### src/rtl/fifo_sync_flags.sv
// Synchronous single-clock FIFO with occupancy count, programmable almost-full/empty
// thresholds, standard or first-word-fall-through read mode, and overflow/underflow pulses.
module fifo_sync_flags #(
  parameter int DWIDTH     = 16,
  parameter int ADDR_WIDTH = 3,
  parameter int FWFT       = 0,
  parameter int AF_THRESH  = 6,
  parameter int AE_THRESH  = 1
) (
  input  logic                  clk,
  input  logic                  rst,
  input  logic                  wr_en,
  input  logic [DWIDTH-1:0]     din,
  input  logic                  rd_en,
  output logic [DWIDTH-1:0]     dout,
  output logic                  valid,
  output logic                  empty,
  output logic                  full,
  output logic                  almost_full,
  output logic                  almost_empty,
  output logic [ADDR_WIDTH:0]   count,
  output logic                  overflow,
  output logic                  underflow
);

  localparam int DEPTH = 1 << ADDR_WIDTH;
  localparam logic [ADDR_WIDTH:0] AF_LVL = AF_THRESH[ADDR_WIDTH:0];
  localparam logic [ADDR_WIDTH:0] AE_LVL = AE_THRESH[ADDR_WIDTH:0];

  logic [DWIDTH-1:0]     mem [DEPTH];
  logic [ADDR_WIDTH:0]   wptr, rptr;
  logic [ADDR_WIDTH-1:0] waddr, raddr;
  logic                  wr_acc, rd_acc;

  assign waddr = wptr[ADDR_WIDTH-1:0];
  assign raddr = rptr[ADDR_WIDTH-1:0];

  // The extra pointer MSB distinguishes full from empty when the low bits match.
  assign count        = wptr - rptr;
  assign empty        = (wptr == rptr);
  assign full         = (waddr == raddr) && (wptr[ADDR_WIDTH] != rptr[ADDR_WIDTH]);
  assign almost_full  = (count >= AF_LVL);
  assign almost_empty = (count <= AE_LVL);

  assign rd_acc = rd_en && !empty;
  assign wr_acc = wr_en && (!full || rd_acc);

  // NOTE: the storage array has no reset; clearing it would cost a reset fan-out to
  // every word and the pointers alone already define which entries are live.
  always_ff @(posedge clk) begin
    if (!rst && wr_acc) mem[waddr] <= din;
  end

  // NOTE: sequential state uses non-blocking assignments so every register samples
  // the pre-edge values of its neighbours regardless of statement order.
  always_ff @(posedge clk) begin
    if (rst) begin
      wptr      <= '0;
      rptr      <= '0;
      overflow  <= 1'b0;
      underflow <= 1'b0;
    end else begin
      if (wr_acc) wptr <= wptr + 1'b1;
      if (rd_acc) rptr <= rptr + 1'b1;
      overflow  <= wr_en && !wr_acc;
      underflow <= rd_en && !rd_acc;
    end
  end

  generate
    if (FWFT != 0) begin : g_fwft
      // Head of queue is always presented; rd_en acknowledges it.
      assign dout  = mem[raddr];
      assign valid = !empty;
    end else begin : g_std
      // A simultaneous write to the same slot at full does not disturb this read:
      // the register captures the old word before the memory update lands.
      always_ff @(posedge clk) begin
        if (rst) begin
          dout  <= '0;
          valid <= 1'b0;
        end else begin
          valid <= rd_acc;
          if (rd_acc) dout <= mem[raddr];
        end
      end
    end
  endgenerate

endmodule

### config.mk
export PLATFORM = sky130hd
export DESIGN_NAME = fifo_sync_flags
export DESIGN_NICKNAME = d
export VERILOG_FILES = /design/src/rtl/fifo_sync_flags.sv
export SDC_FILE = /design/constraint.sdc
export NUM_CORES = 1
export LEC_CHECK = 0
export CAP_MARGIN = 0
export CELL_PAD_IN_SITES_DETAIL_PLACEMENT = 0
export CELL_PAD_IN_SITES_GLOBAL_PLACEMENT = 2
export CORE_MARGIN = 5
export CORE_UTILIZATION = 42
export DETAILED_ROUTE_END_ITERATION = 16
export DONT_BUFFER_PORTS = 1
export PLACE_DENSITY = 0.72
export SLEW_MARGIN = 30
export SYNTH_ARGS = -nofsm -noshare
export SYNTH_HDL_FRONTEND = slang
export SYNTH_SLANG_ARGS = --single-unit
### constraint.sdc
create_clock -name clk -period 3.3 [get_ports clk]
set_clock_uncertainty 0.05 [all_clocks]
set_input_delay 0.495 -clock clk [delete_from_list [all_inputs] [get_ports clk]]
set_output_delay 0.495 -clock clk [all_outputs]
set_load 0.02 [all_outputs]
After elaboration in Yosys (flattened, before gate mapping)
Memories as Yosys holds them, arrays and structs flattened. A register that Yosys moved wholly into a read port is not among the register bits.
Index checks and enable logic that the tools add are counted.

word-level totals
  output and inout bits = 27
  word-level logic and storage cells = 28
  input port bits = 20
  RAM bits = 128
  register bits = 11
  memories = 1

memory list
  memory  depth  width  rd ports  clocked after memory_dff  wr ports  RTL line  RTL
  mem     8      16     1         1                         1         30        logic [DWIDTH-1:0] mem [DEPTH];

operators by class
  muxes and demuxes = 2
  magnitude comparators = 2
  reduce and logical (&&, ||, !) cells = 12
  equal/unequal tests = 3
  add/subtract/negate cells = 3

operators by type and width
  cell                   count
  $add A4 B1 Y4 const B  2
  $logic_and A1 B1 Y1    6
  $logic_not A1 Y1       5
  $eq A4 B4 Y1           1
  $ge A4 B3 Y1 const B   1
  $le A4 B1 Y1 const B   1
  $sub A4 B4 Y4          1
  $eq A3 B3 Y1           1
  $mux W1                2
  $logic_or A1 B1 Y1     1
  $ne A1 B1 Y1           1

Longest topological paths before layout
  word-level depth = 8
  gate-level depth with buffers = 11
  depth with buffers taken out = 6

Least setup slack after synthesis
No wires, ideal clock.

  path kind = register to register
  start = reg rptr[1]
  end = mem mem[4][0] (enable)
  path slack = -0.174 ns
  setup time = 0.409 ns
  stages on the path, launching flop included = 10
  data required time = 2.841 ns
  path buffers = 3
  data arrival time = 3.014 ns
  period minus slack after synthesis = 3.474 ns
  path through = dfxtp_1 > buf_6 > buf_6 > buf_4 > inv_1 > ha_1 > nand3_2 > o31ai_4 > or3b_1 > nor3_1

between the ends
  longest elaborated chain between the ends = 8
  elaborated cells on any way between the ends = 11
  those cells by class = eq/ne: 2; mux: 2; reduce/logical: 7

RTL lines
  item                                                            RTL line  RTL
  start, declared                                                 31        logic [ADDR_WIDTH:0] wptr, rptr;
  start signal, assigned                                          64        if (rd_acc) rptr <= rptr + 1'b1;
  $eq A4 B4 Y1 / $eq A3 B3 Y1 (equally long branches)             40, 41
  $logic_not A1 Y1 / $logic_and A1 B1 Y1 (equally long branches)  45, 41
  $logic_and A1 B1 Y1 / $logic_not A1 Y1 (equally long branches)  45, 46
  $logic_or A1 B1 Y1 (*)                                          46        assign wr_acc = wr_en && (!full || rd_acc);
  $logic_and A1 B1 Y1 (*)                                         46
  $logic_and A1 B1 Y1 (*)                                         51        if (!rst && wr_acc) mem[waddr] <= din;
  $mux W1 (*)                                                     51
  $mux W1 (not written as such) (*)                               51
  end, declared                                                   30

Mark *: on every way between the ends. The rest lies on a longest branch, timed or not.

Final worst setup path
  start = reg rptr[1]
  end = out almost_full

between the ends
  longest elaborated chain between the ends = 2

RTL lines
  item           RTL line  RTL
  $sub A4 B4 Y4  39        assign count = wptr - rptr;
  $ge A4 B3 Y1   42        assign almost_full = (count >= AF_LVL);
  end, declared  19        output logic almost_full,

No other way between the ends.

==> reports/results.txt <==
Slew HR = 41.3%
PwrDens = 690 nW/µm²
Worst-case clock buffer depth = 2
CTS root buf = clkbuf_16
Area delta synth->final = 12.6%
Fillers = 1208
Hold buffer count at CTS = 0
Die Y = 130 µm
Max-slew violation count = 0
Rows = 44
CTS tree = built
Hold WC Path Type = input port to flip-flop
Setup_tns = 0 ns
Worst VDD drop = 0.381 mV
Outcome = completed
Initial drt markers = 155
Max Fanout on Critical Path = 13
DR vias = 3075
CP Launch Type = flip-flop
Worst path max stage delay = 0.55 ns
Fin crit period = 2.91 ns
Syn Area/Cell = 16.9 µm²
Critical path type = flip-flop to output pin
Cts bufs inserted = 17
Layout net count = 402
WP data arrival = 2.36 ns
CTS clk-pin slew, worst paths = 0.05 ns
Crit path cell chain = inv_1, ha_1, nor2b_1, o21ai_0, a21oi_1, o21ai_0
Area of the mapped netlist = 6090 µm²
Critical path endpoint category = output pin
Depth of the CTS H-tree = 4
Drt wl/cell = 20.6 µm
Number of global-route vias before repair = 3255
Cells after synthesis = 360
MaxCap Viol Count = 0
DR vias/cell = 5.37
Setup bufs post-CTS = 0
Maximum clock rate = 344 MHz
GRT Util Overall = 15.1%
Async set-or-reset flop fraction in the synthesized netlist = 0%
# IOs = 47
Worst-Margin Slew = 0.880 ns
Worst-Skew Late Latency = 0.41 ns
GPL Wtd Cong = 0.754
Final period util = 88.1%
Clk sink count = 155
Final setup viols = 0
Most Frequent Cell on Critical Path = o21ai_0
Antenna viol nets, final = 0
#FFs+latches synth = 155
Critical Path RT = 2.75 ns
Detailed Routing Iterations Pass 1 = 4
DRC = 0
Diodes inserted = 0
Initial antenna violation count = 0
Synth warnings = 0
DRT Wirelength = 11.8 mm
Post-synthesis cell type count = 41
Register area share after synthesis = 72.0%
RSZ-0062 raised after global routing = false
Die X = 130 µm
Port Buffers = 0
First-pass GRT wire length = 18.6 mm
Dpl hpwl = 7.13 mm
Largest net degree at the start of global routing = 30
Proportion of layout cells with a drive suffix above 1 = 17.0%
Fin Hold WS = 0.0970 ns
Synth Flop Type = edfxtp_1
# resized after CTS = 0
Area leader, netlist = edfxtp_1
Fin. Hold Viols = 0
Syn_nets = 386
Die area = 17000 µm²
Global route overflow = 0
Core Region = 14400 µm²
Slowest CP cell = o21ai_0
Leakage = 2.18 nW
Share of the synthesized area in the top cell type = 63.1%
Initial Util = 42.4%
EDFF count, synth = 128
Area contributors post-synth = edfxtp_1 63%, dfxtp_1 8.9%, mux2i_1 5.4%
-- layer usage --
layer / GRT usage [%] / share of wire (%)
met1: 18.6 / 41
met2: 25.4 / 51
met3: 5.00 / 6.4
met4: 4.96 / 1.3
met5: 0 / 0
-- path summary, 6_finish.rpt --
kind / startpoint / end / slack [ns] / cells past startpoint
worst min-delay path: rst / rptr[1]$_SDFFE_PP0P_ / 0.1 / 1
worst max-delay path: rptr[1]$_SDFFE_PP0P_ / almost_full / 0.39 / 6
worst min register to register: wptr[3]$_SDFFE_PP0P_ / wptr[3]$_SDFFE_PP0P_ / 0.49 / 2
worst max register to register: wptr[0]$_SDFFE_PP0P_ / mem[7][12]$_DFFE_PP_ / 0.76 / 7
-- per-stage QoR --
| stage | instances | total power (W) | util [%] | worst slack, ns | instance area (µm²) |
|---|---|---|---|---|---|
| floorplan | 360 | 0.00279 | - | 0.253 | 6100 |
| global placement | 541 | 0.00290 | 43.7 | 0.817 | 6280 |
| detailed placement | 541 | 0.00290 | 43.7 | 0.769 | 6280 |
| CTS | 573 | 0.00479 | 47.8 | 0.347 | 6860 |
| global route | 573 | 0.00494 | 47.8 | 0.230 | 6860 |
| finish | 573 | 0.00474 | 47.8 | 0.391 | 6860 |
-- sequential cells by signal (all words and copies together) (netlist names) --
signal / flops
dout: 16
wptr: 4
mem: 128
underflow: 1
overflow: 1
rptr: 4
valid: 1
-- synthesized netlist by cell type (3+ instances only) --
cell,number
o21ai_0,4
or3_1,3
a211oi_1,16
nand2_1,6
xnor2_1,5
ha_1,5
nor3_1,18
buf_6,7
nor2_1,32
inv_1,8
mux4_2,14
a21oi_1,4
edfxtp_1,128
o22ai_1,16
dfxtp_1,27
mux2i_1,33
buf_4,5
-- worst max-delay path: cells and delay by family, from the launching register on --
kind                     cells  cell delay [ns]
AND/OR/NAND/NOR              1             0.13
AO/OA/AOI/OAI                3             0.88
adder cells (fa/ha/maj)      1             0.31
buffers and inverters        1             0.08
flip-flops                   1             0.54
-- where the power goes --
group          internal, W  switching, W
combinational     0.000193      0.000343
clock              0.00118      0.000706
sequential         0.00220      0.000112
total              0.00357       0.00116
-- cell usage in the layout, fill, tap and decap left out, drive strengths merged, types with 3 or more instances in the layout --
| cell | n |
|---|---|
| a211oi | 16 |
| a21oi | 4 |
| buf | 17 |
| clkbuf | 23 |
| clkinv | 6 |
| dfxtp | 27 |
| edfxtp | 128 |
| ha | 5 |
| inv | 8 |
| mux2i | 33 |
| mux4 | 16 |
| nand2 | 6 |
| nor2 | 32 |
| nor3 | 18 |
| o21ai | 5 |
| o22ai | 16 |
| or3 | 3 |
| xnor2 | 5 |
-- area by class of cell --
class | count | area (µm²) | share of cell area (%)
Tap cell | 184 | 230 | 3.36
Inverter | 8 | 30.0 | 0.438
Multi-Input combinational cell | 177 | 1510 | 22.0
Timing Repair Buffer | 17 | 128 | 1.86
Clock buffer | 23 | 488 | 7.11
Clock inverter | 9 | 93.8 | 1.37
Sequential cell | 155 | 4390 | 63.9
-- cell families after synthesis --
logic type      synth area share [%]
mux                             11.5
fa+ha+maj                       1.36
simple gates                    5.36
xor+xnor                        1.13
buf+inv                         3.49
flops                           72.0
compound gates                  5.26
(Power assumes the default switching activity.)
